<file path="src/rtl/seq_gen.sv">
// seq_gen: bit-serial pattern transmitter.
// Sends a latched PAT_W-bit pattern MSB-first, repeat_cnt times, with GAP idle
// cycles between frames. All outputs are registered.
// Optional feature: define SEQ_GEN_PARITY_EN to append an even-parity bit
// (^pattern) to every frame.
module seq_gen #(
    parameter int PAT_W = 4,
    parameter int CNT_W = 4,
    parameter int GAP   = 1
) (
    input  logic             clk,
    input  logic             reset,
    input  logic             start,
    input  logic [PAT_W-1:0] pattern,
    input  logic [CNT_W-1:0] repeat_cnt,
    output logic             dout,
    output logic             dout_valid,
    output logic             busy,
    output logic             done
);

`ifdef SEQ_GEN_PARITY_EN
    localparam int FRAME_W = PAT_W + 1;
`else
    localparam int FRAME_W = PAT_W;
`endif
    localparam int BW = $clog2(FRAME_W);
    localparam logic [BW-1:0] BIT_LAST = BW'(FRAME_W - 1);
`ifdef SEQ_GEN_PARITY_EN
    localparam logic [BW-1:0] PAT_LAST = BW'(PAT_W - 1);
`endif
    localparam int GW = (GAP > 1) ? $clog2(GAP) : 1;
    localparam logic [GW-1:0] GAP_LAST = (GAP > 0) ? GW'(GAP - 1) : '0;
    localparam logic [CNT_W-1:0] ONE = CNT_W'(1);

    typedef enum logic [1:0] {S_IDLE, S_SEND, S_GAP, S_DONE} state_t;

    state_t           state_q, state_d;
    logic [PAT_W-1:0] pat_q, pat_d;        // latched pattern, reloaded every frame
    logic [PAT_W-1:0] sh_q, sh_d;          // bits of the current frame still to send
    logic [CNT_W-1:0] frames_q, frames_d;  // frames remaining, including the current one
    logic [BW-1:0]    bit_q, bit_d;        // index of the frame bit currently on dout
    logic [GW-1:0]    gap_q, gap_d;        // idle cycles already spent in GAP
`ifdef SEQ_GEN_PARITY_EN
    logic             par_q, par_d;        // even parity of the latched pattern
`endif
    logic             dout_q, dout_d;
    logic             valid_q, valid_d;
    logic             busy_q, busy_d;
    logic             done_q, done_d;

    // Next-state and registered-output logic; outputs default to the idle values.
    always_comb begin
        state_d  = state_q;
        pat_d    = pat_q;
        sh_d     = sh_q;
        frames_d = frames_q;
        bit_d    = bit_q;
        gap_d    = gap_q;
`ifdef SEQ_GEN_PARITY_EN
        par_d    = par_q;
`endif
        dout_d   = 1'b0;
        valid_d  = 1'b0;
        busy_d   = 1'b0;
        done_d   = 1'b0;

        case (state_q)
            S_IDLE, S_DONE: begin
                if (start) begin
                    pat_d    = pattern;
                    frames_d = repeat_cnt;
                    bit_d    = '0;
                    gap_d    = '0;
`ifdef SEQ_GEN_PARITY_EN
                    par_d    = ^pattern;
`endif
                    if (repeat_cnt == '0) begin
                        state_d = S_DONE;
                        done_d  = 1'b1;
                    end else begin
                        state_d = S_SEND;
                        dout_d  = pattern[PAT_W-1];
                        sh_d    = pattern << 1;
                        valid_d = 1'b1;
                        busy_d  = 1'b1;
                    end
                end else begin
                    state_d = S_IDLE;
                end
            end

            S_SEND: begin
                if (bit_q != BIT_LAST) begin
                    // Still inside the frame: present the next bit.
                    bit_d   = bit_q + 1'b1;
                    valid_d = 1'b1;
                    busy_d  = 1'b1;
`ifdef SEQ_GEN_PARITY_EN
                    if (bit_q == PAT_LAST) begin
                        dout_d = par_q;
                    end else begin
                        dout_d = sh_q[PAT_W-1];
                        sh_d   = sh_q << 1;
                    end
`else
                    dout_d = sh_q[PAT_W-1];
                    sh_d   = sh_q << 1;
`endif
                end else begin
                    // Last bit of the frame is on the line now.
                    bit_d = '0;
                    if (frames_q == ONE) begin
                        frames_d = '0;
                        state_d  = S_DONE;
                        done_d   = 1'b1;
                    end else begin
                        frames_d = frames_q - ONE;
                        busy_d   = 1'b1;
                        if (GAP == 0) begin
                            state_d = S_SEND;
                            dout_d  = pat_q[PAT_W-1];
                            sh_d    = pat_q << 1;
                            valid_d = 1'b1;
                        end else begin
                            state_d = S_GAP;
                            gap_d   = '0;
                        end
                    end
                end
            end

            S_GAP: begin
                busy_d = 1'b1;
                if (gap_q == GAP_LAST) begin
                    state_d = S_SEND;
                    gap_d   = '0;
                    dout_d  = pat_q[PAT_W-1];
                    sh_d    = pat_q << 1;
                    valid_d = 1'b1;
                end else begin
                    gap_d = gap_q + 1'b1;
                end
            end

            default: state_d = S_IDLE;
        endcase
    end

    // State and output registers with asynchronous active-low clear.
    always_ff @(posedge clk or negedge reset) begin
        if (!reset) begin
            state_q  <= S_IDLE;
            pat_q    <= '0;
            sh_q     <= '0;
            frames_q <= '0;
            bit_q    <= '0;
            gap_q    <= '0;
`ifdef SEQ_GEN_PARITY_EN
            par_q    <= 1'b0;
`endif
            dout_q   <= 1'b0;
            valid_q  <= 1'b0;
            busy_q   <= 1'b0;
            done_q   <= 1'b0;
        end else begin
            state_q  <= state_d;
            pat_q    <= pat_d;
            sh_q     <= sh_d;
            frames_q <= frames_d;
            bit_q    <= bit_d;
            gap_q    <= gap_d;
`ifdef SEQ_GEN_PARITY_EN
            par_q    <= par_d;
`endif
            dout_q   <= dout_d;
            valid_q  <= valid_d;
            busy_q   <= busy_d;
            done_q   <= done_d;
        end
    end

    assign dout       = dout_q;
    assign dout_valid = valid_q;
    assign busy       = busy_q;
    assign done       = done_q;

endmodule

</file>
<file path="config.mk">
export PLATFORM = sky130hd
export DESIGN_NAME = seq_gen
export DESIGN_NICKNAME = d
export VERILOG_FILES = /design/src/rtl/seq_gen.sv
export SDC_FILE = /design/constraint.sdc
export NUM_CORES = 1
export LEC_CHECK = 0
export ABC_CLOCK_PERIOD_IN_PS = 4500
export BUFFER_PORTS_ARGS = -buffer_cell sky130_fd_sc_hd__buf_2
export CAP_MARGIN = 20
export CORE_AREA = 2 2 46 48
export CTS_BUF_LIST = sky130_fd_sc_hd__clkbuf_2 sky130_fd_sc_hd__clkbuf_4 sky130_fd_sc_hd__clkbuf_8
export DETAILED_ROUTE_END_ITERATION = 7
export DIE_AREA = 0 0 48 50
export GPL_TIMING_DRIVEN = 0
export HOLD_SLACK_MARGIN = 0.08
export PLACE_DENSITY = 0.81
export SYNTH_ARGS = -nofsm -noshare
export SYNTH_HDL_FRONTEND = slang
export SYNTH_SLANG_ARGS = --single-unit
</file>
<file path="constraint.sdc">
create_clock -name clk -period 4.5 [get_ports clk]
set_clock_uncertainty 0.05 [all_clocks]
set_input_delay 0.45 -clock clk [delete_from_list [all_inputs] [get_ports clk]]
set_output_delay 0.45 -clock clk [all_outputs]
set_load 0.005 [all_outputs]
</file>
Word-level counts from Yosys, hierarchy flattened
Cells that the tools add are included.

storage, ports and cells
  flip-flop bits (word level) = 21
  latch bits = 0
  bits in writable memories = 0
  ROM bits = 0
  bits of input ports = 11
  word-level logic and storage cells = 75
  memories kept = 0

cells by class
  add/sub/neg operators = 3
  multipliers = 0
  div/mod/pow operators = 0
  magnitude comparators = 0
  equal/unequal tests = 11
  shift-type cells = 0
  muxes and demuxes = 41
  bitwise gates (word level) = 0
  reduce and logical (&&, ||, !) cells = 10

operators by type and width
  operator                                                            count
  4-bit 2-to-1 mux                                                    7
  1-bit 2-to-1 mux                                                    19
  2-bit inequality test, second input constant                        7
  2-bit 2-to-1 mux                                                    6
  1-bit case mux with 3 select lines                                  4
  4-bit case mux with 3 select lines                                  1
  4-bit case mux with 2 select lines                                  1
  2-bit case mux with 3 select lines                                  1
  2-bit AND reduction                                                 3
  3-bit AND reduction                                                 2
  2-bit == test, second input constant                                2
  4-bit by 1-bit == test with 1-bit output, second input constant     1
  4-bit zero test                                                     1
  2-bit case mux with 2 select lines                                  1
  4-bit AND reduction                                                 1
  4-bit by 1-bit subtractor with 4-bit output, second input constant  1
  2-bit by 1-bit adder with 2-bit output, second input constant       1
  2-bit by 1-bit == test with 1-bit output, second input constant     1
  2-bit zero test                                                     1
  1-bit case mux with 2 select lines                                  1
  2-bit nonzero test                                                  1
  2-bit OR reduction                                                  1
  1-bit adder, second input constant                                  1

Logic depth before layout (Yosys ltp)
Gate-level depths: netlist of the first run.

  word-level depth = 4
  mapped depth = 7

Worst setup path after synthesis of the first run
OpenSTA, ideal clock, no wires.

  path type = reg-to-reg
  from = register state_q[0]
  to = register state_q[0]
  library setup time = 0.138 ns
  arrival = 1.456 ns
  setup slack = 2.856 ns
  cell stages (with the launch flop) = 7
  clock period less this slack = 1.644 ns
  cell sequence = dfrtp_1 -> inv_1 -> ha_1 -> buf_4 -> and2_0 -> a2111oi_0 -> a21oi_1

on the way
  cells in the longest elaborated chain, start to end = 3

RTL lines
  item                                                                              line  source
  start: declaration                                                                38    state_t state_q, state_d;
  start signal: assignment                                                          167   state_q <= state_d;
  2-bit == test (tied with other cells)                                             68    case (state_q)
  2-bit OR reduction / 2-bit inequality test (equally long branches)                n/a
  2-bit case mux with 3 select lines / 2-bit AND reduction (equally long branches)  n/a

Several ways; a longest one is shown, not always the timed one.
A chain may end at the register's enable or synchronous reset.

Worst setup path in the final report of the first run
Ends and elaborated chain as after synthesis.

==> results of run 1 <==
-- layout make-up --
type,instances,share of cell area [%]
buffer,5,2.09
sequential,19,37.8
timing repair buffer,15,6.37
multi-input combinational,79,47.1
tap,27,2.69
clock buffer,4,2.39
inverter,5,1.49
-- final timing paths --
| kind | start | to | slack (ns) |
|---|---|---|---|
| min | pattern[2] | pat_q[2] | 0.33 |
| max | state_q[0] | state_q[0] | 2.57 |
| max in group asynchronous | reset | done | 3.56 |
| min in group asynchronous | reset | pat_q[3] | 0.54 |
| min reg2reg | pat_q[2] | pat_q[2] | 0.47 |
| max reg2reg | state_q[0] | state_q[0] | 2.57 |
-- cell families after synthesis --
group                    after synthesis
flip-flops                            19
adder cells (fa/ha/maj)                6
buffers and inverters                 10
AND/OR/NAND/NOR                       31
AO/OA/AOI/OAI                         35
multiplexers                           7
-- Yosys cell counts, types with 2 or more instances --
| master | number |
|---|---|
| a21oi_1 | 5 |
| a22o_1 | 2 |
| a22oi_1 | 5 |
| a32oi_1 | 3 |
| and2b_1 | 2 |
| buf_2 | 3 |
| dfrtp_1 | 19 |
| ha_1 | 6 |
| inv_1 | 5 |
| mux2_2 | 4 |
| mux2i_1 | 3 |
| nand2_1 | 9 |
| nand2b_1 | 2 |
| nand3_1 | 4 |
| nor2b_1 | 5 |
| o21ai_0 | 7 |
| o311ai_0 | 2 |
| o31a_1 | 4 |
| o31ai_1 | 2 |
-- routing by layer --
metal / global-route usage [%] / vias to the layer above
li1: - / 440
met1: 30.6 / 455
met2: 36.0 / 32
met3: 2.20 / 7
met4: 12.2 / 0
met5: 0 / -
-- where the power goes --
part / switching, mW / internal [mW] / leakage [nW] / total (mW)
Combinational: 0.269 / 0.217 / 0.314 / 0.487
Clock: 0.0519 / 0.0407 / 0.0184 / 0.0926
Sequential: 0.0550 / 0.251 / 0.236 / 0.306
-- through the flow --
step | worst slack (ns) | cell area, sq um | hold slack, ns
3_5_place_dp | 2.59 | 1220 | 0.354
4_1_cts | 2.57 | 1260 | 0.329
6_report | 2.57 | 1260 | 0.333
5_1_grt | 2.49 | 1260 | 0.342
2_1_floorplan | 2.86 | 1110 | 0.104
3_3_place_gp | 2.66 | 1220 | 0.348
-- worst register-to-register path: stages (launching register included) --
cell	delay, ns
dfrtp_1	0.36
inv_1	0.08
ha_1	0.35
buf_4	0.19
and2_0	0.23
a2111oi_0	0.47
a21oi_1	0.08
-- flip-flops by register name, indices dropped and copies added (netlist names) --
signal and flops:
pat_q 4, frames_q 4, done 1, sh_q 3, busy 1, dout 1, bit_q 2, dout_valid 1
state_q 2
==> results.json, run 1 <==
{
  "cts.clk_slew.worst_paths_ns": 0.10,
  "routed_via_density": 6.06,
  "p_per_area_nw_per_um2": 704,
  "die_h_microns": 50,
  "dp_hpwl_microns": 1700,
  "synth_area_leaders": "dfrtp_1, ha_1, mux2_2",
  "ys_ff_latch": 19,
  "synthXorXnorAreaFrac_pct": 0,
  "maxCapViolations": 0,
  "syn_inst": 108,
  "holdBufCountCts": 1,
  "cts-resized-gates": 0,
  "synthArstFlopShare_pct": 100,
  "grt_pass1_vias": 914,
  "power_uw": 885,
  "start_util_pct": 58.5,
  "setup_viol": 0,
  "wl_per_cell_microns": 15.2,
  "cp_max_fo": 10,
  "cp.depth": 6,
  "worst_slew_pin_slew_ns": 0.525,
  "dominantRegCellSynth": "dfrtp_1",
  "synth_top_cell_area_share_pct": 42.7,
  "routed_wl_microns": 2340,
  "tns_ns": 0,
  "synth_edf_count": 0,
  "cp-end-kind": "register",
  "wl_met3_microns": 91,
  "cp.required_ns": 4.62,
  "mostFrequentLayoutCells": "dfrtp_1, buf_2, nand2_1",
  "grt_pass1_wl_microns": 3930,
  "crit_type": "register to register",
  "worst_path_max_delay_cell": "a2111oi_0",
  "drt-initial-drc-count": 32,
  "drive_above_1_share_pct": 22.0,
  "io_buffers": 14,
  "avgSynthCellArea_sq_um": 10.3,
  "grt_overflow": 0,
  "layout_commonest_cell": "dfrtp_1",
  "slew_violations": 0,
  "post-route-util_pct": 66.1,
  "synth_top_family_by_area": "compound AO/OA/AOI/OAI gates",
  "critPathMaxStageDelay_ns": 0.47,
  "final.period_utilization_pct": 42.9,
  "root_buffer": "clkbuf_4",
  "fin_crit_ns": 1.93,
  "syn_nets": 125,
  "cp.arrival_ns": 2.05,
  "num_vias": 934,
  "hold_violations": 0,
  "worstHoldPathType": "input pin to register",
  "synthDistinctLibCells": 35,
  "dieArea_sq_um": 2400,
  "crit_family": "compound AO/OA/AOI/OAI gates",
  "synth_top_area_cell": "dfrtp_1",
  "synthAdderAreaFrac_pct": 6.75,
  "ys_warn_count": 0,
  "dr.pass1.iters": 4,
  "wl_met2_microns": 1170,
  "post-place-cells": 149,
  "num-fill-cells": 166,
  "multi_input_comb_area_sq_um": 592,
  "cts_tree": "yes",
  "route.detailed.drc": 0,
  "grt_max_degree": 20,
  "routed.top_layer": "met4",
  "globalplace.congestion": 0.855,
  "antenna_left": 0,
  "synth_area_sq_um": 1110,
  "ir_worst_vdd_v": 0.000437,
  "path_cells": "inv_1 -> ha_1 -> buf_4 -> and2_0 -> a2111oi_0 -> a21oi_1",
  "yosys-mux-area-fraction_pct": 6.75,
  "fmax_ghz": 0.518,
  "num_rows": 16,
  "io_pins": 15,
  "antenna_found_initial": 0,
  "cts_htree_levels": 1,
  "die_x_microns": 48,
  "clock_latency_ns": 0.31,
  "cp_num_buf_inv": 2,
  "core-area_sq_um": 1900,
  "whs_path_depth": 2,
  "ys_seq_area_share_pct": 42.7,
  "grt_use_total_pct": 23.2,
  "slew_headroom_pct": 64.9,
  "synth_compound_area_share_pct": 24.2,
  "nNetsFinal": 145,
  "status": "completed",
  "leakagePower_nw": 0.568,
  "wl_met1_microns": 1010,
  "antenna_cells": 0,
  "post_cts_buffers": 0,
  "cts_inserted_buffers": 3,
  "critPathLaunchType": "register",
  "seq_area_sq_um": 475,
  "layoutNonFillerInstCount": 154,
  "rsz0062_at_grt": "no",
  "syn_to_final_growth_pct": 12.9,
  "synthSimpleGateAreaFrac_pct": 15.5,
  "clk_path_buf_depth": 2,
  "clkSinkCount": 19,
  "reg2regPathDepth": 6
}
No activity file was read; power rests on OpenSTA's default activity.
==> inputs of run 2 (changes only) <==
==> config.mk (replaced) <==
export PLATFORM = sky130hd
export DESIGN_NAME = seq_gen
export DESIGN_NICKNAME = d
export VERILOG_FILES = /design/src/rtl/seq_gen.sv
export SDC_FILE = /design/constraint.sdc
export NUM_CORES = 1
export LEC_CHECK = 0
export ABC_CLOCK_PERIOD_IN_PS = 1800
export BUFFER_PORTS_ARGS = -buffer_cell sky130_fd_sc_hd__buf_2
export CAP_MARGIN = 20
export CORE_AREA = 2 2 47 49
export CTS_BUF_LIST = sky130_fd_sc_hd__clkbuf_2 sky130_fd_sc_hd__clkbuf_4 sky130_fd_sc_hd__clkbuf_8
export DETAILED_ROUTE_END_ITERATION = 7
export DIE_AREA = 0 0 49 51
export GPL_TIMING_DRIVEN = 0
export HOLD_SLACK_MARGIN = 0.08
export PLACE_DENSITY = 0.78
export SYNTH_ARGS = -nofsm -noshare
export SYNTH_HDL_FRONTEND = slang
export SYNTH_SLANG_ARGS = --single-unit
==> constraint.sdc (replaced) <==
create_clock -name clk -period 1.8 [get_ports clk]
set_clock_uncertainty 0.05 [all_clocks]
set_input_delay 0.18 -clock clk [delete_from_list [all_inputs] [get_ports clk]]
set_output_delay 0.18 -clock clk [all_outputs]
set_load 0.005 [all_outputs]
==> run 2 against run 1 <==
Net effect: design area grew 4.1%; highest routed layer unchanged; first-iteration DRC count down 78%; largest cell class unchanged; sequential share of layout area decreased by 1.5 points.
==> results.json, run 2 (synthesis results as in run 1) <==
{
  "root_buffer": "clkbuf_4",
  "dp_hpwl_microns": 1760,
  "wl_met1_microns": 981,
  "top_regs": "frames_q x4, pat_q x4, sh_q x3",
  "reg2regPathDepth": 6,
  "antenna_cells": 0,
  "nNetsFinal": 149,
  "routed_wl_microns": 2370,
  "drt-initial-drc-count": 7,
  "layout_commonest_cell": "dfrtp_1",
  "core-area_sq_um": 2060,
  "final.period_utilization_pct": 95.6,
  "cp.required_ns": 1.93,
  "tns_ns": 0,
  "start_util_pct": 53.9,
  "setup_slack_ns": 0.0799,
  "maxCapViolations": 0,
  "r2r_setup_slack_ns": 0.08,
  "clk_path_buf_depth": 2,
  "cp.arrival_ns": 1.85,
  "grt_pass1_wl_microns": 4260,
  "p_per_area_nw_per_um2": 1700,
  "antenna_left": 0,
  "antenna_found_initial": 0,
  "setup_viol": 0,
  "cp_num_buf_inv": 2,
  "worstHoldPathType": "input pin to register",
  "critPathLaunchType": "register",
  "syn_to_final_growth_pct": 17.5,
  "route.detailed.drc": 0,
  "rsz0062_at_grt": "yes",
  "clock_latency_ns": 0.29,
  "globalplace.congestion": 0.748,
  "worst_hold_slack_ns": 0.181,
  "hold_end": "frames_q[3]",
  "num-fill-cells": 183,
  "worst_slew_pin_slew_ns": 0.506,
  "wl_per_cell_microns": 14.9,
  "ir_worst_vdd_v": 0.000931,
  "status": "completed",
  "drive_above_1_share_pct": 23.7,
  "fin_crit_ns": 1.72,
  "grt_max_degree": 20,
  "dp_slack_ns": -0.0652,
  "whs_path_depth": 3,
  "die_x_microns": 49,
  "cts.clk_slew.worst_paths_ns": 0.11,
  "fmax_ghz": 0.581,
  "dr.pass1.iters": 4,
  "cts_inserted_buffers": 3,
  "cts_htree_levels": 1,
  "cp_max_fo": 10,
  "crit_type": "register to register",
  "path_cells": "inv_1 -> ha_1 -> buf_4 -> and2_2 -> a2111oi_2 -> a21oi_1",
  "r2r-end": "state_q[0]",
  "wl_met2_microns": 1260,
  "critPathMaxStageDelay_ns": 0.37,
  "clkSinkCount": 19,
  "mostFrequentLayoutCells": "dfrtp_1, buf_2, nand2_1",
  "grt_pass1_vias": 953,
  "grt_overflow": 0,
  "routed.top_layer": "met4",
  "leakagePower_nw": 0.587,
  "num_rows": 17,
  "crit_family": "flip-flops",
  "dieArea_sq_um": 2500,
  "io_buffers": 14,
  "hold_violations": 0,
  "routed_via_density": 5.94,
  "io_pins": 15,
  "worst_path_max_delay_cell": "dfrtp_1",
  "rr_startpoint": "state_q[0]",
  "slew_headroom_pct": 66.1,
  "cts_tree": "yes",
  "grt_use_total_pct": 22.2,
  "hold_start": "repeat_cnt[3]",
  "cp-end-kind": "register",
  "die_h_microns": 51,
  "wl_met3_microns": 97,
  "slew_violations": 0,
  "num_vias": 945
}
run 2: final cells by class:
type | instances | area, sq um | area share [%]
well taps | 28 | 35.0 | 2.68
flip-flops and latches | 19 | 475 | 36.4
repair buffers | 19 | 120 | 9.19
inverters | 5 | 18.8 | 1.44
clock buffers | 3 | 22.5 | 1.72
plain buffers | 5 | 28.8 | 2.20
multi-input cells | 79 | 602 | 46.0
clock inverters | 1 | 5.00 | 0.383
run 2: layer usage:
| metal | global-route usage, % | up-vias |
|---|---|---|
| li1 | - | 450 |
| met4 | 9.05 | 0 |
| met1 | 26.6 | 465 |
| met2 | 39.7 | 26 |
| met5 | 0 | - |
| met3 | 3.80 | 4 |
run 2: where the power goes:
part	switching (mW)	total (mW)	internal, mW
clock network	0.129	0.211	0.0826
logic	0.673	1.24	0.570
registers	0.143	0.770	0.626
run 2: metrics by stage:
stage	utilization [%]	area [sq um]	std cells	power [mW]
6_report	63.4	1310	159	2.22
5_1_grt	63.4	1310	159	2.44
4_1_cts	63.1	1300	159	2.22
3_5_place_dp	59.0	1220	150	1.97
3_3_place_gp	59.0	1220	150	1.92
2_1_floorplan	-	1110	108	1.66
run 2: repair_timing:
item	in CTS	in global routing
endpoints found under the hold margin	23	0
setup buffers	0	0
resized for setup	2	5
hold buffers	5	0
endpoints found under the setup margin	1	8
run 2: how the worst max path moves through the flow:
stage                     from         end  slack, ns  cells after the start
finish              state_q[0]  state_q[0]       0.08                      6
global route        state_q[0]  state_q[0]      -0.02                      6
CTS                 state_q[0]    pat_q[0]      0.009                      5
detailed placement  state_q[0]  state_q[0]      -0.07                      6
global placement    state_q[0]  state_q[0]      -0.03                      6
floorplan           state_q[0]  state_q[0]       0.16                      6
run 2: tightest hold or removal path: stages:
cell and delay (ns):
buf_2 0.13, a32oi_1 0.05, o21ai_0 0.13
